## src/rtl/calc_pkg.sv

```systemverilog
// rtl/calc_pkg.sv - shared command/response encodings for the round-robin calculator engine
package calc_pkg;

  localparam int CMD_W  = 4;
  localparam int RESP_W = 2;

  typedef enum logic [CMD_W-1:0] {
    NOP = 4'd0,
    ADD = 4'd1,
    SUB = 4'd2,
    SHL = 4'd5,
    SHR = 4'd6
  } cmd_e;

  typedef enum logic [RESP_W-1:0] {
    NONE = 2'd0,
    OK   = 2'd1,
    ERR  = 2'd2
  } resp_e;

  // Entry layout at the default 32-bit data / 2-bit tag configuration.
  typedef struct packed {
    logic [CMD_W-1:0] cmd;
    logic [31:0]      data1;
    logic [31:0]      data2;
    logic [1:0]       tag;
  } cmd_entry_t;

endpackage

```

## src/rtl/calc_cmd_fifo.sv

```systemverilog
// rtl/calc_cmd_fifo.sv - per-port synchronous command FIFO with registered occupancy count
module calc_cmd_fifo #(
  parameter int WIDTH = 8,
  parameter int DEPTH = 4
) (
  input  logic                       c_clk,
  input  logic                       reset,
  input  logic                       push,
  input  logic [WIDTH-1:0]           wdata,
  input  logic                       pop,
  output logic [WIDTH-1:0]           rdata,
  output logic                       full,
  output logic                       empty,
  output logic [$clog2(DEPTH):0]     count
);

  localparam int AW = $clog2(DEPTH);

  logic [WIDTH-1:0] mem [DEPTH];
  logic [AW-1:0]    wr_ptr;
  logic [AW-1:0]    rd_ptr;
  logic             do_push;
  logic             do_pop;

  assign full    = (count == (AW+1)'(DEPTH));
  assign empty   = (count == '0);
  assign do_push = push && !full;
  assign do_pop  = pop && !empty;
  assign rdata   = mem[rd_ptr];

  always_ff @(posedge c_clk) begin
    if (do_push) mem[wr_ptr] <= wdata;
  end

  always_ff @(posedge c_clk) begin
    if (!reset) begin
      wr_ptr <= '0;
      rd_ptr <= '0;
      count  <= '0;
    end else begin
      if (do_push) wr_ptr <= wr_ptr + AW'(1);
      if (do_pop)  rd_ptr <= rd_ptr + AW'(1);
      case ({do_push, do_pop})
        2'b10:   count <= count + (AW+1)'(1);
        2'b01:   count <= count - (AW+1)'(1);
        default: count <= count;
      endcase
    end
  end

endmodule

```

## src/rtl/calc_rr_engine.sv

```systemverilog
// rtl/calc_rr_engine.sv - multi-port calculator: per-port FIFOs, round-robin grant, shared ALU
module calc_rr_engine import calc_pkg::*; #(
  parameter int NUM_PORTS = 4,
  parameter int DATA_W    = 32,
  parameter int TAG_W     = 2,
  parameter int DEPTH     = 4
) (
  input  logic                          c_clk,
  input  logic                          reset,
  input  logic [NUM_PORTS*4-1:0]        req_cmd,
  input  logic [NUM_PORTS*DATA_W-1:0]   req_data1,
  input  logic [NUM_PORTS*DATA_W-1:0]   req_data2,
  input  logic [NUM_PORTS*TAG_W-1:0]    req_tag,
  output logic [NUM_PORTS-1:0]          req_ready,
  output logic [NUM_PORTS*2-1:0]        out_resp,
  output logic [NUM_PORTS*DATA_W-1:0]   out_data,
  output logic [NUM_PORTS*TAG_W-1:0]    out_tag
);

  localparam int PW = $clog2(NUM_PORTS);
  localparam int CW = $clog2(DEPTH) + 1;
  localparam int SW = $clog2(DATA_W);

  typedef struct packed {
    logic [CMD_W-1:0]  cmd;
    logic [DATA_W-1:0] data1;
    logic [DATA_W-1:0] data2;
    logic [TAG_W-1:0]  tag;
  } entry_t;

  entry_t                 wr_entry   [NUM_PORTS];
  entry_t                 fifo_rdata [NUM_PORTS];
  logic [CW-1:0]          count      [NUM_PORTS];
  logic [PW-1:0]          cand       [NUM_PORTS];
  logic [NUM_PORTS-1:0]   push;
  logic [NUM_PORTS-1:0]   pop;
  logic [NUM_PORTS-1:0]   full;
  logic [NUM_PORTS-1:0]   empty;

  logic [PW-1:0]          rr_ptr;
  logic                   grant_valid;
  logic [PW-1:0]          grant_idx;

  logic                   s1_valid;
  logic [PW-1:0]          s1_port;
  entry_t                 s1_entry;

  logic [DATA_W:0]        sum;
  resp_e                  alu_resp;
  logic [DATA_W-1:0]      alu_data;

  for (genvar p = 0; p < NUM_PORTS; p++) begin : g_port
    assign wr_entry[p]  = {req_cmd[p*4 +: 4], req_data1[p*DATA_W +: DATA_W],
                           req_data2[p*DATA_W +: DATA_W], req_tag[p*TAG_W +: TAG_W]};
    assign push[p]      = (req_cmd[p*4 +: 4] != 4'd0) && !full[p];
    assign pop[p]       = grant_valid && (grant_idx == PW'(p));
    assign req_ready[p] = (count[p] < CW'(DEPTH));
    // Port index visited at search offset p, starting from rr_ptr and wrapping.
    assign cand[p]      = PW'(({1'b0, rr_ptr} + (PW+1)'(p)) % (PW+1)'(NUM_PORTS));

    calc_cmd_fifo #(
      .WIDTH ($bits(entry_t)),
      .DEPTH (DEPTH)
    ) u_fifo (
      .c_clk (c_clk),
      .reset (reset),
      .push  (push[p]),
      .wdata (wr_entry[p]),
      .pop   (pop[p]),
      .rdata (fifo_rdata[p]),
      .full  (full[p]),
      .empty (empty[p]),
      .count (count[p])
    );
  end

  // Walk offsets from the far end so the nearest non-empty port wins.
  always_comb begin
    grant_valid = 1'b0;
    grant_idx   = '0;
    for (int i = NUM_PORTS - 1; i >= 0; i--) begin
      if (!empty[cand[i]]) begin
        grant_valid = 1'b1;
        grant_idx   = cand[i];
      end
    end
  end

  always_ff @(posedge c_clk) begin
    if (!reset) begin
      rr_ptr   <= '0;
      s1_valid <= 1'b0;
      s1_port  <= '0;
      s1_entry <= '0;
    end else begin
      if (grant_valid)
        rr_ptr <= (grant_idx == PW'(NUM_PORTS - 1)) ? '0 : grant_idx + PW'(1);
      s1_valid <= grant_valid;
      s1_port  <= grant_idx;
      s1_entry <= fifo_rdata[grant_idx];
    end
  end

  always_comb begin
    sum      = {1'b0, s1_entry.data1} + {1'b0, s1_entry.data2};
    alu_resp = ERR;
    alu_data = '0;
    case (s1_entry.cmd)
      4'(ADD): if (!sum[DATA_W]) begin
        alu_resp = OK;
        alu_data = sum[DATA_W-1:0];
      end
      4'(SUB): if (s1_entry.data2 <= s1_entry.data1) begin
        alu_resp = OK;
        alu_data = s1_entry.data1 - s1_entry.data2;
      end
      4'(SHL): begin
        alu_resp = OK;
        alu_data = s1_entry.data1 << s1_entry.data2[SW-1:0];
      end
      4'(SHR): begin
        alu_resp = OK;
        alu_data = s1_entry.data1 >> s1_entry.data2[SW-1:0];
      end
      default: ;
    endcase
  end

  // Only the lane that issued the command carries a result; all others idle at zero.
  always_ff @(posedge c_clk) begin
    if (!reset) begin
      out_resp <= '0;
      out_data <= '0;
      out_tag  <= '0;
    end else begin
      out_resp <= '0;
      out_data <= '0;
      out_tag  <= '0;
      if (s1_valid) begin
        out_resp[int'(s1_port)*2 +: 2]           <= alu_resp;
        out_data[int'(s1_port)*DATA_W +: DATA_W] <= alu_data;
        out_tag[int'(s1_port)*TAG_W +: TAG_W]    <= s1_entry.tag;
      end
    end
  end

endmodule

```

## config.mk

```make
export PLATFORM = sky130hd
export DESIGN_NAME = calc_rr_engine
export DESIGN_NICKNAME = d
export VERILOG_FILES = /design/src/rtl/calc_pkg.sv /design/src/rtl/calc_cmd_fifo.sv /design/src/rtl/calc_rr_engine.sv
export SDC_FILE = /design/constraint.sdc
export NUM_CORES = 2
export LEC_CHECK = 0
export CAP_MARGIN = 20
export CORE_UTILIZATION = 55
export CTS_BUF_LIST = sky130_fd_sc_hd__clkbuf_2 sky130_fd_sc_hd__clkbuf_4 sky130_fd_sc_hd__clkbuf_8
export CTS_CLUSTER_DIAMETER = 80
export DETAILED_ROUTE_END_ITERATION = 10
export PLACE_DENSITY = 0.86
export SYNTH_ARGS = -nofsm -noshare
export SYNTH_HDL_FRONTEND = slang
export SYNTH_SLANG_ARGS = --single-unit
```

## constraint.sdc

```tcl
create_clock -name c_clk -period 6.25 [get_ports c_clk]
set_input_delay 1.5625 -clock c_clk [delete_from_list [all_inputs] [get_ports c_clk]]
set_output_delay 1.5625 -clock c_clk [all_outputs]
set_load 0.005 [all_outputs]
```

### Word-level counts from Yosys, hierarchy flattened

Memories as Yosys holds them, arrays and structs flattened. A register that Yosys moved wholly into a read port is not among the register bits.
Index checks and enable logic that the tools add are counted.

| operators by class | value |
|---|---|
| $add $sub $neg | 24 |
| magnitude comparators | 10 |
| equal/unequal tests | 19 |
| shift-type cells | 7 |
| multiplexer cells | 46 |
| bitwise logic cells | 4 |
| reductions and logical operators | 39 |

Operators with widths:

| kind | number |
|---|---|
| $bmux W70 S2 | 1 |
| $mux W70 | 2 |
| $and A128 B128 Y128 | 1 |
| $pmux W32 S4 | 1 |
| $shift A32 B33 Y128 const A | 1 |
| $shiftx A32 B33 Y128 | 1 |
| $shiftx A2 B33 Y8 | 2 |
| $mux W32 | 2 |
| $add A32 B32 Y33 | 1 |
| $neg A3 Y33 | 1 |
| $neg A7 Y33 | 1 |
| $shift A2 B33 Y8 const A | 1 |
| $le A32 B32 Y1 | 1 |
| $shl A32 B5 Y32 | 1 |
| $shr A32 B5 Y32 | 1 |
| $sub A32 B32 Y32 | 1 |
| $mux W2 | 15 |
| $pmux W3 S2 | 4 |
| $add A2 B1 Y2 const B | 10 |
| $and A8 B8 Y8 | 2 |
| $logic_and A1 B1 Y1 | 16 |
| $mux W1 | 16 |
| $reduce_bool A4 Y1 | 4 |
| $add A3 B1 Y3 const B | 4 |
| 20 further kinds | 59 |

| storage, ports and cells | value |
|---|---|
| flip-flop bits (word level) | 247 |
| RAM bits | 1120 |
| bits of input ports | 282 |
| output and inout bits | 148 |
| logic and storage cells | 175 |
| memories | 4 |

Memories:

| memory | words | bits a word | rd ports | clocked after memory_dff | wr ports | RTL line | source |
|---|---|---|---|---|---|---|---|
| g_port[0].u_fifo.mem | 4 | 70 | 1 | 1 | 1 | calc_cmd_fifo.sv:19 | `logic [WIDTH-1:0] mem [DEPTH];` |
| g_port[1].u_fifo.mem | 4 | 70 | 1 | 1 | 1 | calc_cmd_fifo.sv:19 |  |
| g_port[2].u_fifo.mem | 4 | 70 | 1 | 1 | 1 | calc_cmd_fifo.sv:19 |  |
| g_port[3].u_fifo.mem | 4 | 70 | 1 | 1 | 1 | calc_cmd_fifo.sv:19 |  |

### Depth between registers and ports, before layout

| logic depth | value |
|---|---|
| word-level depth | 12 |
| mapped depth | 17 |
| gate-level depth less buffers | 14 |

### By module

A second synthesis with hierarchy kept.

| second synthesis, totals | value |
|---|---|
| cell total of the unflattened synthesis | 3384 |
| area, all modules | 58154.5 um^2 |

Modules (own cells, without submodules):

| module | instances | cells an instance | area each (um^2) | seq. area each (um^2) |
|---|---|---|---|---|
| calc_cmd_fifo | 4 | 420 | 10669.0 | 8588.2 |
| calc_rr_engine | 1 | 1704 | 15478.6 | 4384.2 |

### Worst setup path after synthesis

OpenSTA, ideal clock, no wires.

| timing | value |
|---|---|
| kind | input to register |
| from | input req_cmd[0] |
| to | memory g_port[0].u_fifo.mem[0][0] (netlist name) (enable) |
| library setup time | 0.436 ns |
| arrival time | 3.683 ns |
| data required time | 5.814 ns |
| slack | 2.131 ns |
| stages on the path | 3 |
| buffers on the path | 0 |
| cells stage by stage | nor4_1 -> a31oi_1 -> and2_1 |

| between the ends | value |
|---|---|
| cells in the longest elaborated chain, start to end | 5 |

RTL lines:

| element | RTL line | source |
|---|---|---|
| start: declaration | calc_rr_engine.sv:10 | `input logic [NUM_PORTS*4-1:0] req_cmd,` |
| $reduce_bool A4 Y1 | calc_rr_engine.sv:55 | `assign push[p] = (req_cmd[p*4 +: 4] != 4'd0) && !full[p];` |
| $logic_and A1 B1 Y1 | calc_rr_engine.sv:55 |  |
| $logic_and A1 B1 Y1 | calc_cmd_fifo.sv:27 | `assign do_push = push && !full;` |
| $mux W1 | calc_cmd_fifo.sv:32 | `if (do_push) mem[wr_ptr] <= wdata;` |
| $mux W1 (implied by the code) | calc_cmd_fifo.sv:32 |  |
| end: declaration | calc_cmd_fifo.sv:19 |  |

Every way passes these cells.

### Worst setup path in the final report

| timing | value |
|---|---|
| from | register s1_entry[4] (netlist name) |
| to | register out_data[30] |

| between the ends | value |
|---|---|
| cells in the longest elaborated chain, start to end | 5 |
| elaborated cells between the ends (all ways) | 10 |
| classes of those cells | add/sub (2); order compare (1); shift (3); mux (3); bitwise (1) |

RTL lines:

| element | RTL line | source |
|---|---|---|
| start: declaration | calc_rr_engine.sv:46 | `entry_t s1_entry;` |
| start signal: assignment | calc_rr_engine.sv:100 | `s1_entry <= fifo_rdata[grant_idx];` |
| $add A32 B32 Y33 (tied with other cells) | calc_rr_engine.sv:105 | `sum = {1'b0, s1_entry.data1} + {1'b0, s1_entry.data2};` |
| $mux W32 (on tied branches) | calc_rr_engine.sv:109, calc_rr_engine.sv:113 |  |
| $pmux W32 S4 (*) | calc_rr_engine.sv:108 | `case (s1_entry.cmd)` |
| $shiftx A32 B33 Y128 (*) | calc_rr_engine.sv:141 | `out_data[int'(s1_port)*DATA_W +: DATA_W] <= alu_data;` |
| $and A128 B128 Y128 (no source line) (*) | - |  |
| end signal: indexed assignment | calc_rr_engine.sv:141 |  |
| end: declaration | calc_rr_engine.sv:16 | `output logic [NUM_PORTS*DATA_W-1:0] out_data,` |

Mark *: on every way between the ends. The rest lies on a longest branch, timed or not.
A chain may end at the register's enable or synchronous reset.

==> results.json <==
{
  "grt_use_total_pct": 30.29,
  "cp_slowest_stage_delay_ns": 0.78,
  "tns_ns": 0,
  "wl_per_cell_um": 28.55,
  "overflow": 0,
  "post_cts_buffers": 0,
  "routed_via_density": 6.141,
  "synth_cells": 3601,
  "synthSimpleGateAreaFrac_pct": 6.607,
  "portBuffers": 429,
  "critPathMaxFanout": 35,
  "ant_nets": 0,
  "grt_pass1_wl_um": 232300,
  "yosysSeqAreaShare_pct": 67.23,
  "vias": 34812,
  "core-area_um2": 103600,
  "finalSetupViolations": 0,
  "antenna_found_initial": 35,
  "cts_hold_buf": 0,
  "hold_class": "reg -> reg",
  "fin_cells": 5669,
  "cts_resized": 0,
  "cts_tree": "yes",
  "fin_crit_sh_pct": 75.36,
  "ff_latch_area_um2": 38770,
  "crit_slowest_cell": "or2_1",
  "cts_max_level": 4,
  "required_ns": 6.96,
  "die_h_um": 325.7,
  "cts_root_buf": "clkbuf_8",
  "synth_xor_area_share_pct": 0.3344,
  "syn_avg_cell_area_um2": 16.00,
  "worst_pin_slew_ns": 1.146,
  "wl_um": 161900,
  "leakage_uw": 0.02319,
  "synth_compound_area_share_pct": 5.611,
  "async_flop_share_pct": 0,
  "die_w_um": 325.7,
  "worst_slack_ns": 1.540,
  "status": "finished clean",
  "grt_max_degree": 89,
  "syn-cell-area_um2": 57620,
  "cp-start-kind": "flip-flop",
  "dp_cells": 5267,
  "ys_warn_count": 0,
  "irDropWorstVdd_uv": 657.9,
  "io_pins": 430,
  "numCtsBuffers": 205,
  "final_max_slew_viol_count": 0,
  "start_util_pct": 55.60,
  "ys_ff_latch": 1375,
  "die_area_um2": 106100,
  "gp_congestion": 1.010,
  "clockBufferDepth": 3,
  "synth_top_family_by_area": "multiplexers",
  "end_kind": "flip-flop",
  "dpl.hpwl_um": 112100,
  "finalClockSkew_ns": 0.05663,
  "dr.pass1.iters": 7,
  "clock_latency_ns": 0.89,
  "synth-edff-count": 1120,
  "clock_sinks": 1375,
  "fp-row-count": 118,
  "ys_types": 85,
  "pre_cts_slack_ns": 1.616,
  "arrival_ns": 5.42,
  "area_growth_pct": 17.40,
  "slew_headroom_pct": 23.33,
  "cp_cell_sequence": "inv_2 > ha_1 > o21ba_2 > nor4_1 > or3_4 > a311oi_4 > a21oi_2 > or2_1 > buf_4 > a311oi_1 > o32ai_1 > a21oi_1",
  "final_cell_mix": "1,120 x edfxtp_1, 428 x clkdlybuf4s50_1, 310 x mux4_2",
  "fin_nets": 4475,
  "multi_input_area_um2": 17720,
  "first_global_vias": 35025,
  "layout_commonest_cell": "edfxtp_1",
  "clk_pin_slew_worst_paths_ns": 0.06,
  "drc": 0,
  "drive_gt1_share_pct": 18.81,
  "cap_violations": 0,
  "yosys_most_used_dff": "edfxtp_1",
  "muxShareOfSynthArea_pct": 15.86,
  "hold_viol": 0,
  "setup.worst_path.class": "reg -> reg",
  "nFillCells": 6904,
  "period_needed_ns": 4.710,
  "drt_first_iter_violations": 3900,
  "fmax_mhz": 212.3,
  "rsz0062_at_grt": "no",
  "synth_fp_nets": 3982,
  "powerDensity_nw_per_um2": 501.9,
  "synthAdderAreaFrac_pct": 2.228
}
logic make-up (layout without fill, tap and decap cells):
family	after synthesis	in the layout
other	0	30
and+or+nand+nor	803	803
xor gates and xnor gates	22	22
DFF	1375	1375
muxes	524	524
AOI/OAI and AO/OA	469	469
adders and majority gates	99	99
buffers and inverters	309	967
cells in the mapped netlist (8+ instances only):
cell type	n	area, um^2
a31oi_1	17	106.4
o221ai_1	20	175.2
buf_1	35	131.4
nor2_1	227	852.1
buf_2	26	130.1
mux2i_1	200	2002
edfxtp_1	1120	33630
nand4_1	10	62.56
a21o_1	15	112.6
and3_1	72	450.4
dfxtp_1	255	5105
nand2b_1	26	162.7
mux4_2	310	6982
o22ai_1	18	112.6
o21ai_0	95	475.5
ha_1	93	1164
a221o_1	23	230.2
o221a_2	10	112.6
nor3_1	35	175.2
a21oi_1	113	565.5
a211oi_1	15	112.6
nand2_1	240	900.9
a21boi_0	8	60.06
a221oi_1	13	113.9
clkbuf_1	142	533.0
xnor2_1	18	157.7
or2_2	11	68.82
nor2b_1	62	387.9
and2_1	45	281.5
inv_1	96	360.4
nor3b_1	8	60.06
or3_1	8	50.05
mux2_2	14	157.7
o21bai_1	14	105.1
o211ai_1	31	232.7
nor4_1	14	87.58
nand3_1	32	160.2
worst max-delay path: cells and delay by family, from the launching register on:
| family | cells | cell delay, ns |
|---|---|---|
| compound gates | 6 | 1.46 |
| fa+ha+maj | 1 | 0.49 |
| buf+inv | 2 | 0.85 |
| flops | 1 | 0.34 |
| simple gates | 3 | 1.38 |
per-layer routing:
layer | part of all wire (%) | global-route usage (%)
met5 | 0.040 | 0
met4 | 5.0 | 15.37
met3 | 7.6 | 5.639
met2 | 50 | 49.43
met1 | 38 | 39.11
worst paths after layout:
path | cells after the start | start | slack (ns) | end
setup reg to reg | 12 | s1_entry[4] | 1.54 | out_data[30]
setup / recovery | 12 | s1_entry[4] | 1.54 | out_data[30]
hold / removal | 2 | g_port[1].u_fifo.count[2] | 0.51 | g_port[1].u_fifo.count[2]
hold reg to reg | 2 | g_port[1].u_fifo.count[2] | 0.51 | g_port[1].u_fifo.count[2]
final cells by class:
type,count,area share [%]
clock buffer,298,5.360
timing repair buffer,497,7.113
multi-input combinational,1917,26.19
inverter,98,0.5438
clock inverter,74,0.8230
tap,1380,2.552
sequential,1375,57.31
antenna,30,0.1110
through the flow:
stage | hold slack [ns] | util, % | power, uW | area, um^2
final | 0.5060 | 65.27 | 33950 | 67650
after global placement | 0.5001 | 61.16 | 26300 | 63390
after CTS | 0.5104 | 65.20 | 33880 | 67570
after global routing | 0.5529 | 65.26 | 35220 | 67640
after floorplan | 0.4578 | - | 21500 | 57620
after detailed placement | 0.5044 | 61.16 | 26510 | 63390
registers in the layout, summed over array words and instances, names as in the netlist, named ones only:
signal and cells:
rr_ptr 2, out_tag 8, g_port.u_fifo.rd_ptr 8, s1_entry 70, s1_port 2, out_data 128
s1_valid 1, g_port.u_fifo.mem 1120, g_port.u_fifo.count 12, g_port.u_fifo.wr_ptr 8, out_resp 8
report_power, final:
group,internal [uW],switching (uW)
clock network,4020,3370
logic,4850,8550
registers,12100,1040
Note: power is estimated with default switching activity, not from simulation.
